### src/rtl/btb_update_ctrl_if.sv
// Signal bundle between the EX-stage branch unit, the BTB write/invalidate ports
// and btb_update_ctrl. The master modport is the controller's view.
interface btb_update_ctrl_if #(
  parameter int DEPTH = 4,
  parameter int SETS  = 8
) ();
  localparam int IW = (SETS > 1) ? $clog2(SETS) : 1;
  localparam int CW = $clog2(DEPTH) + 1;

  logic          ex_valid;
  logic [31:0]   ex_pc;
  logic [31:0]   ex_target;
  logic          ex_mispredicted;
  logic          ex_ready;
  logic          flush_req;
  logic          hold;
  logic          update;
  logic [31:0]   updatePC;
  logic [31:0]   updateTarget;
  logic          mispredicted;
  logic          inv_valid;
  logic [IW-1:0] inv_index;
  logic          flush_busy;
  logic [CW-1:0] count;
  logic          drop_err;

  modport master (
    input  ex_valid, ex_pc, ex_target, ex_mispredicted, flush_req, hold,
    output ex_ready, update, updatePC, updateTarget, mispredicted,
           inv_valid, inv_index, flush_busy, count, drop_err
  );

  modport slave (
    output ex_valid, ex_pc, ex_target, ex_mispredicted, flush_req, hold,
    input  ex_ready, update, updatePC, updateTarget, mispredicted,
           inv_valid, inv_index, flush_busy, count, drop_err
  );
endinterface

### src/rtl/btb_update_ctrl.sv
// BTB write-port sequencer: queues branch-resolution updates, drains one per cycle,
// and walks every BTB set for invalidation on a flush request.
//
//   state    | meaning
//   ---------+---------------------------------------------------------------
//   ST_IDLE  | accept/drain updates; flush_req starts a walk
//   ST_FLUSH | invalidate sets 0..SETS-1, one per cycle; EX updates are dropped
module btb_update_ctrl #(
  parameter int DEPTH = 4,
  parameter int SETS  = 8
) (
  input logic               clk,
  input logic               reset,
  btb_update_ctrl_if.master bus
);
  localparam int IW = (SETS > 1) ? $clog2(SETS) : 1;
  localparam int CW = $clog2(DEPTH) + 1;
  localparam int PW = $clog2(DEPTH);
  localparam logic [CW-1:0] FULL = CW'(DEPTH);
  localparam logic [IW-1:0] LAST = IW'(SETS - 1);

  typedef enum logic {
    ST_IDLE  = 1'b0,
    ST_FLUSH = 1'b1
  } state_t;

  state_t        state_q, state_d;
  logic [IW-1:0] walk_q, walk_d;
  logic          inv_valid_q;
  logic          flush_busy_q;
  logic          drop_err_q;
  logic          fifo_clear;

  logic [31:0]      pc_mem  [DEPTH];
  logic [31:0]      tgt_mem [DEPTH];
  logic [DEPTH-1:0] mis_mem;
  logic [PW-1:0]    rd_ptr_q, wr_ptr_q;
  logic [CW-1:0]    count_q;

  logic ex_ready_c;
  logic update_c;
  logic push;
  logic pop;
  logic overflow;

  // Handshake outputs are decoded straight from registered state.
  always_comb begin
    ex_ready_c = (state_q == ST_IDLE) && (count_q < FULL) && !reset;
    update_c   = (state_q == ST_IDLE) && (count_q != '0) && !bus.hold && !reset;
  end

  // A flush in the same cycle discards the EX entry instead of queueing it.
  assign push     = bus.ex_valid && ex_ready_c && !bus.flush_req;
  assign pop      = update_c;
  assign overflow = (state_q == ST_IDLE) && bus.ex_valid && (count_q == FULL) &&
                    !bus.flush_req;

  always_ff @(posedge clk) begin
    if (reset) begin
      state_q      <= ST_IDLE;
      walk_q       <= '0;
      inv_valid_q  <= 1'b0;
      flush_busy_q <= 1'b0;
    end else begin
      state_q      <= state_d;
      walk_q       <= walk_d;
      inv_valid_q  <= (state_d == ST_FLUSH);
      flush_busy_q <= (state_d == ST_FLUSH);
    end
  end

  always_comb begin
    state_d    = state_q;
    walk_d     = walk_q;
    fifo_clear = 1'b0;
    unique case (state_q)
      ST_IDLE: begin
        if (bus.flush_req) begin
          state_d    = ST_FLUSH;
          walk_d     = '0;
          fifo_clear = 1'b1;
        end
      end
      ST_FLUSH: begin
        if (bus.flush_req) begin
          walk_d = '0;
        end else if (walk_q == LAST) begin
          state_d = ST_IDLE;
          walk_d  = '0;
        end else begin
          walk_d = walk_q + IW'(1);
        end
      end
      default: begin
        state_d = ST_IDLE;
        walk_d  = '0;
      end
    endcase
  end

  always_ff @(posedge clk) begin
    if (reset) begin
      rd_ptr_q <= '0;
      wr_ptr_q <= '0;
      count_q  <= '0;
    end else if (fifo_clear) begin
      rd_ptr_q <= '0;
      wr_ptr_q <= '0;
      count_q  <= '0;
    end else begin
      if (push) wr_ptr_q <= wr_ptr_q + PW'(1);
      if (pop)  rd_ptr_q <= rd_ptr_q + PW'(1);
      unique case ({push, pop})
        2'b10:   count_q <= count_q + CW'(1);
        2'b01:   count_q <= count_q - CW'(1);
        default: count_q <= count_q;
      endcase
    end
  end

  // Storage needs no reset; entries are only observable once count covers them.
  always_ff @(posedge clk) begin
    if (push) begin
      pc_mem[wr_ptr_q]  <= bus.ex_pc;
      tgt_mem[wr_ptr_q] <= bus.ex_target;
      mis_mem[wr_ptr_q] <= bus.ex_mispredicted;
    end
  end

  always_ff @(posedge clk) begin
    if (reset) begin
      drop_err_q <= 1'b0;
    end else if (overflow) begin
      drop_err_q <= 1'b1;
    end
  end

  assign bus.ex_ready     = ex_ready_c;
  assign bus.update       = update_c;
  assign bus.updatePC     = pc_mem[rd_ptr_q];
  assign bus.updateTarget = tgt_mem[rd_ptr_q];
  assign bus.mispredicted = mis_mem[rd_ptr_q];
  assign bus.inv_valid    = inv_valid_q;
  assign bus.inv_index    = walk_q;
  assign bus.flush_busy   = flush_busy_q;
  assign bus.count        = count_q;
  assign bus.drop_err     = drop_err_q;

endmodule

### src/flat_wrapper.sv
// flat-port wrapper written by rule: the top's interface ports become plain ports
module btb_update_ctrl_flat 
#(
  parameter int DEPTH = 4,
  parameter int SETS  = 8
)
  (clk, reset, bus_ex_valid, bus_ex_pc, bus_ex_target, bus_ex_mispredicted, bus_flush_req, bus_hold, bus_ex_ready, bus_update, bus_updatePC, bus_updateTarget, bus_mispredicted, bus_inv_valid, bus_inv_index, bus_flush_busy, bus_count, bus_drop_err);
  btb_update_ctrl_if #(.DEPTH(DEPTH), .SETS(SETS)) bus_i ();
  input logic clk;
  input logic reset;
  input wire logic [$bits(bus_i.ex_valid)-1:0] bus_ex_valid;
  input wire logic [$bits(bus_i.ex_pc)-1:0] bus_ex_pc;
  input wire logic [$bits(bus_i.ex_target)-1:0] bus_ex_target;
  input wire logic [$bits(bus_i.ex_mispredicted)-1:0] bus_ex_mispredicted;
  input wire logic [$bits(bus_i.flush_req)-1:0] bus_flush_req;
  input wire logic [$bits(bus_i.hold)-1:0] bus_hold;
  output wire logic [$bits(bus_i.ex_ready)-1:0] bus_ex_ready;
  output wire logic [$bits(bus_i.update)-1:0] bus_update;
  output wire logic [$bits(bus_i.updatePC)-1:0] bus_updatePC;
  output wire logic [$bits(bus_i.updateTarget)-1:0] bus_updateTarget;
  output wire logic [$bits(bus_i.mispredicted)-1:0] bus_mispredicted;
  output wire logic [$bits(bus_i.inv_valid)-1:0] bus_inv_valid;
  output wire logic [$bits(bus_i.inv_index)-1:0] bus_inv_index;
  output wire logic [$bits(bus_i.flush_busy)-1:0] bus_flush_busy;
  output wire logic [$bits(bus_i.count)-1:0] bus_count;
  output wire logic [$bits(bus_i.drop_err)-1:0] bus_drop_err;
  assign bus_i.ex_valid = bus_ex_valid;
  assign bus_i.ex_pc = bus_ex_pc;
  assign bus_i.ex_target = bus_ex_target;
  assign bus_i.ex_mispredicted = bus_ex_mispredicted;
  assign bus_i.flush_req = bus_flush_req;
  assign bus_i.hold = bus_hold;
  assign bus_ex_ready = bus_i.ex_ready;
  assign bus_update = bus_i.update;
  assign bus_updatePC = bus_i.updatePC;
  assign bus_updateTarget = bus_i.updateTarget;
  assign bus_mispredicted = bus_i.mispredicted;
  assign bus_inv_valid = bus_i.inv_valid;
  assign bus_inv_index = bus_i.inv_index;
  assign bus_flush_busy = bus_i.flush_busy;
  assign bus_count = bus_i.count;
  assign bus_drop_err = bus_i.drop_err;
  btb_update_ctrl #(.DEPTH(DEPTH), .SETS(SETS)) u_core (.clk(clk), .reset(reset), .bus(bus_i));
endmodule
### config.mk
export PLATFORM = sky130hd
export DESIGN_NAME = btb_update_ctrl_flat
export DESIGN_NICKNAME = d
export VERILOG_FILES = /design/src/rtl/btb_update_ctrl_if.sv /design/src/rtl/btb_update_ctrl.sv /design/src/flat_wrapper.sv
export SDC_FILE = /design/constraint.sdc
export NUM_CORES = 1
export LEC_CHECK = 0
export CORE_ASPECT_RATIO = 1.1
export CORE_MARGIN = 3
export CORE_UTILIZATION = 49
export DETAILED_ROUTE_END_ITERATION = 8
export PLACE_DENSITY = 0.74
export SLEW_MARGIN = 20
export SYNTH_ARGS = -nofsm -noshare
export SYNTH_HDL_FRONTEND = slang
export SYNTH_SLANG_ARGS = --single-unit
export TNS_END_PERCENT = 5
### constraint.sdc
create_clock -name clk -period 3.15 [get_ports clk]
set_input_delay 0.4725 -clock clk [delete_from_list [all_inputs] [get_ports clk]]
set_output_delay 0.4725 -clock clk [all_outputs]
set_load 0.02 [all_outputs]
==> results.sh, run 1 <==
export IMPL_antenna_found_initial=0
export IMPL_yosysSeqAreaShare_pct=80.3
export IMPL_rows=54
export IMPL_post_drt_wl_per_cell_um=21.0
export IMPL_cts_sinks=274
export IMPL_tightest_slew_ps=622
export IMPL_core_um2=20000
export IMPL_slew_headroom_pct=58.2
export IMPL_antenna_cells=0
export IMPL_syn_to_final_growth_pct=27.4
export IMPL_cts_resized=0
export IMPL_fmax_mhz=340
export IMPL_die_y_um=156
export IMPL_cts_tree="done"
export IMPL_ant_nets=0
export IMPL_synth_edf_count=260
export IMPL_synth_top_cell_area_share_pct=77.5
export IMPL_grt_max_degree=66
export IMPL_setup_violations=0
export IMPL_cts_buffers_inserted=27
export IMPL_hold_viol=0
export IMPL_path_max_fanout=33
export IMPL_synth_area_um2=10100
export IMPL_grt_ovfl_total=0
export IMPL_die_x_um=143
export IMPL_register_area_um2=8100
export IMPL_finalSetupTns_ps=0
export IMPL_root_buffer="clkbuf_16"
export IMPL_grt_pass1_vias=5087
export IMPL_synthTopCellsByCount="edfxtp_1, mux4_2, dfxtp_1, inv_1"
export IMPL_synthesis_nets=495
export IMPL_stdcell_area_um2=12800
export IMPL_gp_congestion=0.765
export IMPL_routed_wl_um=18000
export IMPL_worstSetupPathType="reg2out"
export IMPL_drive_gt1_share_pct=20.7
export IMPL_synthArstFlopShare_pct=0
export IMPL_fin_nets=662
export IMPL_rsz0062_at_grt="false"
export IMPL_synth_cell_types=32
export IMPL_ir_drop_mv=0.406
export IMPL_synth_top_cell_by_area="edfxtp_1"
export IMPL_fill_cells=1300
export IMPL_multiInputGateArea_um2=1870
export IMPL_synth_area_per_cell_um2=24.2
export IMPL_worst_setup_path_start_kind="flop"
export IMPL_ios=146
export IMPL_drt_iter0_drc=289
export IMPL_drt_drc_violations_left=0
export IMPL_htree_levels=1
export IMPL_syn_inst=417
export IMPL_clock_latency_ps=520
export IMPL_cts_clk_slew_worst_paths_ps=60
export IMPL_synth_most_common_cell="edfxtp_1"
export IMPL_cap_viol_max_count=0
export IMPL_min_path_type="reg2reg"
export IMPL_timing_final_crit_period_ps=2940
export IMPL_port_buffers=145
export IMPL_drtPass1Iterations=4
export IMPL_place_area_um2=11900
export IMPL_status="completed"
export IMPL_cp_data_required_time_ps=2680
export IMPL_grt_pass1_wl_um=28200
export IMPL_power_density_nw_per_um2=583
export IMPL_clockBufferDepth=3
export IMPL_maxSlewViolCount=0
export IMPL_fin_total_pwr_uw=7480
export IMPL_fin_worst_skew_ps=9.91
export IMPL_synth_area_top_cells="edfxtp_1, mux4_2, dfxtp_1"
export IMPL_power_static_leakage_uw=0.00403
export IMPL_post_dp_hpwl_um=10600
export IMPL_synth_main_ff_cell="edfxtp_1"
export IMPL_via_per_inst=5.52
export IMPL_grt_use_total_pct=16.3
export IMPL_synth_warnings=0
export IMPL_cp_arrival_ps=2470
export IMPL_vias=4734
export IMPL_holdBufCountCts=0
export IMPL_die_area_um2=22300
export IMPL_fin_crit_sh_pct=93.3
export IMPL_start_util_pct=50.4
export IMPL_end_kind="output pin"
export IMPL_synth_seq_cells=274
export IMPL_postCtsSetupBuffers=0
[worst paths after layout]
kind                                           from             endpoint  slack (ps)  depth (start not counted)
worst max-delay path                           flop      bus_updatePC[0]         210                          3
worst min-delay path            u_core.bus.drop_err  u_core.bus.drop_err         480                          2
worst max register to register  u_core.bus.count[2]  u_core.bus.count[2]         880                          8
worst min register to register  u_core.bus.drop_err  u_core.bus.drop_err         480                          2
[registers in the layout (all words and copies together), names as in the netlist, named ones only]
signal	cells
u_core.pc_mem	128
u_core.tgt_mem	128
u_core.mis_mem	4
u_core.bus.count	3
u_core.bus.inv_index	3
u_core.rd_ptr_q	2
u_core.wr_ptr_q	2
u_core.bus.drop_err	1
u_core.bus.inv_valid	1
[where the power goes]
group	internal [uW]	switching, uW
sequential	4020	12.5
combinational	160	137
clock	1900	1260
total	6070	1410
[per-layer routing]
layer  GRT usage, %  vias up  part of all wire (%)
met5              0        -                     0
met4           4.35        0                   2.1
met3           4.65       33                   7.0
met2           26.9      134                    50
met1           21.7     2465                    41
li1               -     2102                     -
[kinds of logic after synthesis]
| logic type | count (synthesis) | share of synthesized area [%] |
|---|---|---|
| AOI/OAI and AO/OA | 12 | 0.758 |
| xor gates and xnor gates | 2 | 0.174 |
| adders and majority gates | 8 | 1.07 |
| buffers and inverters | 26 | 1.34 |
| DFF | 274 | 80.3 |
| muxes | 68 | 14.8 |
| and+or+nand+nor | 27 | 1.53 |
[worst max-delay path: stages, from the launching register on]
cell and delay [ps]:
dfxtp_4 670, buf_12 300, mux4_2 330, clkdlybuf4s50_1 610
[area by class of cell]
cell class                 instances  share of cell area [%]
sequential                       274                    63.1
multi-input combinational        117                    14.6
timing repair buffer             155                    12.7
clock buffer                      30                    5.35
tap                              252                    2.46
clock inverter                    20                    1.57
inverter                           9                   0.263
[placed cells by master, fill, tap and decap left out]
master and count:
nor4_1 1, clkinv_1 5, dfxtp_4 2, o21ai_0 1
edfxtp_1 260, clkinv_2 9, nor3_1 6, xor2_1 2
clkbuf_16 27, or4b_4 1, and3_4 4, or4_1 1
or2b_2 1, mux2i_1 3, bufinv_16 4, a41oi_1 1
o31ai_1 2, clkdlybuf4s50_1 145, nor2_1 6, inv_6 1
fa_1 1, nor3b_1 1, o21ba_1 1, buf_4 2
a21oi_1 6, and2_1 1, buf_12 8, nand3_1 2
mux4_2 65, clkbuf_1 3, nand2_1 1, clkinv_4 1
o21a_1 1, ha_1 7, dfxtp_1 12, or3_1 1
inv_1 9, nor2b_1 1
[stage by stage]
| stage | hold WS, ps | util [%] | setup slack, ps | cells |
|---|---|---|---|---|
| 2_1_floorplan | 475 | - | 387 | 417 |
| 3_3_place_gp | 472 | 59.7 | 350 | 807 |
| 3_5_place_dp | 470 | 59.7 | 314 | 807 |
| 4_1_cts | 489 | 64.1 | 181 | 857 |
| 5_1_grt | 531 | 64.1 | 96.2 | 857 |
| 6_report | 478 | 64.1 | 212 | 857 |
Note: power is estimated with default switching activity, not from simulation.
==> run 2: changes to the inputs <==
--- a/config.mk
+++ b/config.mk
@@ -9,6 +9,7 @@
 export CORE_MARGIN = 3
 export CORE_UTILIZATION = 49
 export DETAILED_ROUTE_END_ITERATION = 8
+export HOLD_SLACK_MARGIN = 0.15
 export PLACE_DENSITY = 0.74
 export SLEW_MARGIN = 20
 export SYNTH_ARGS = -nofsm -noshare
==> results of run 2 <==
The final DEF is identical to that of run 1; final timing and power are the same.
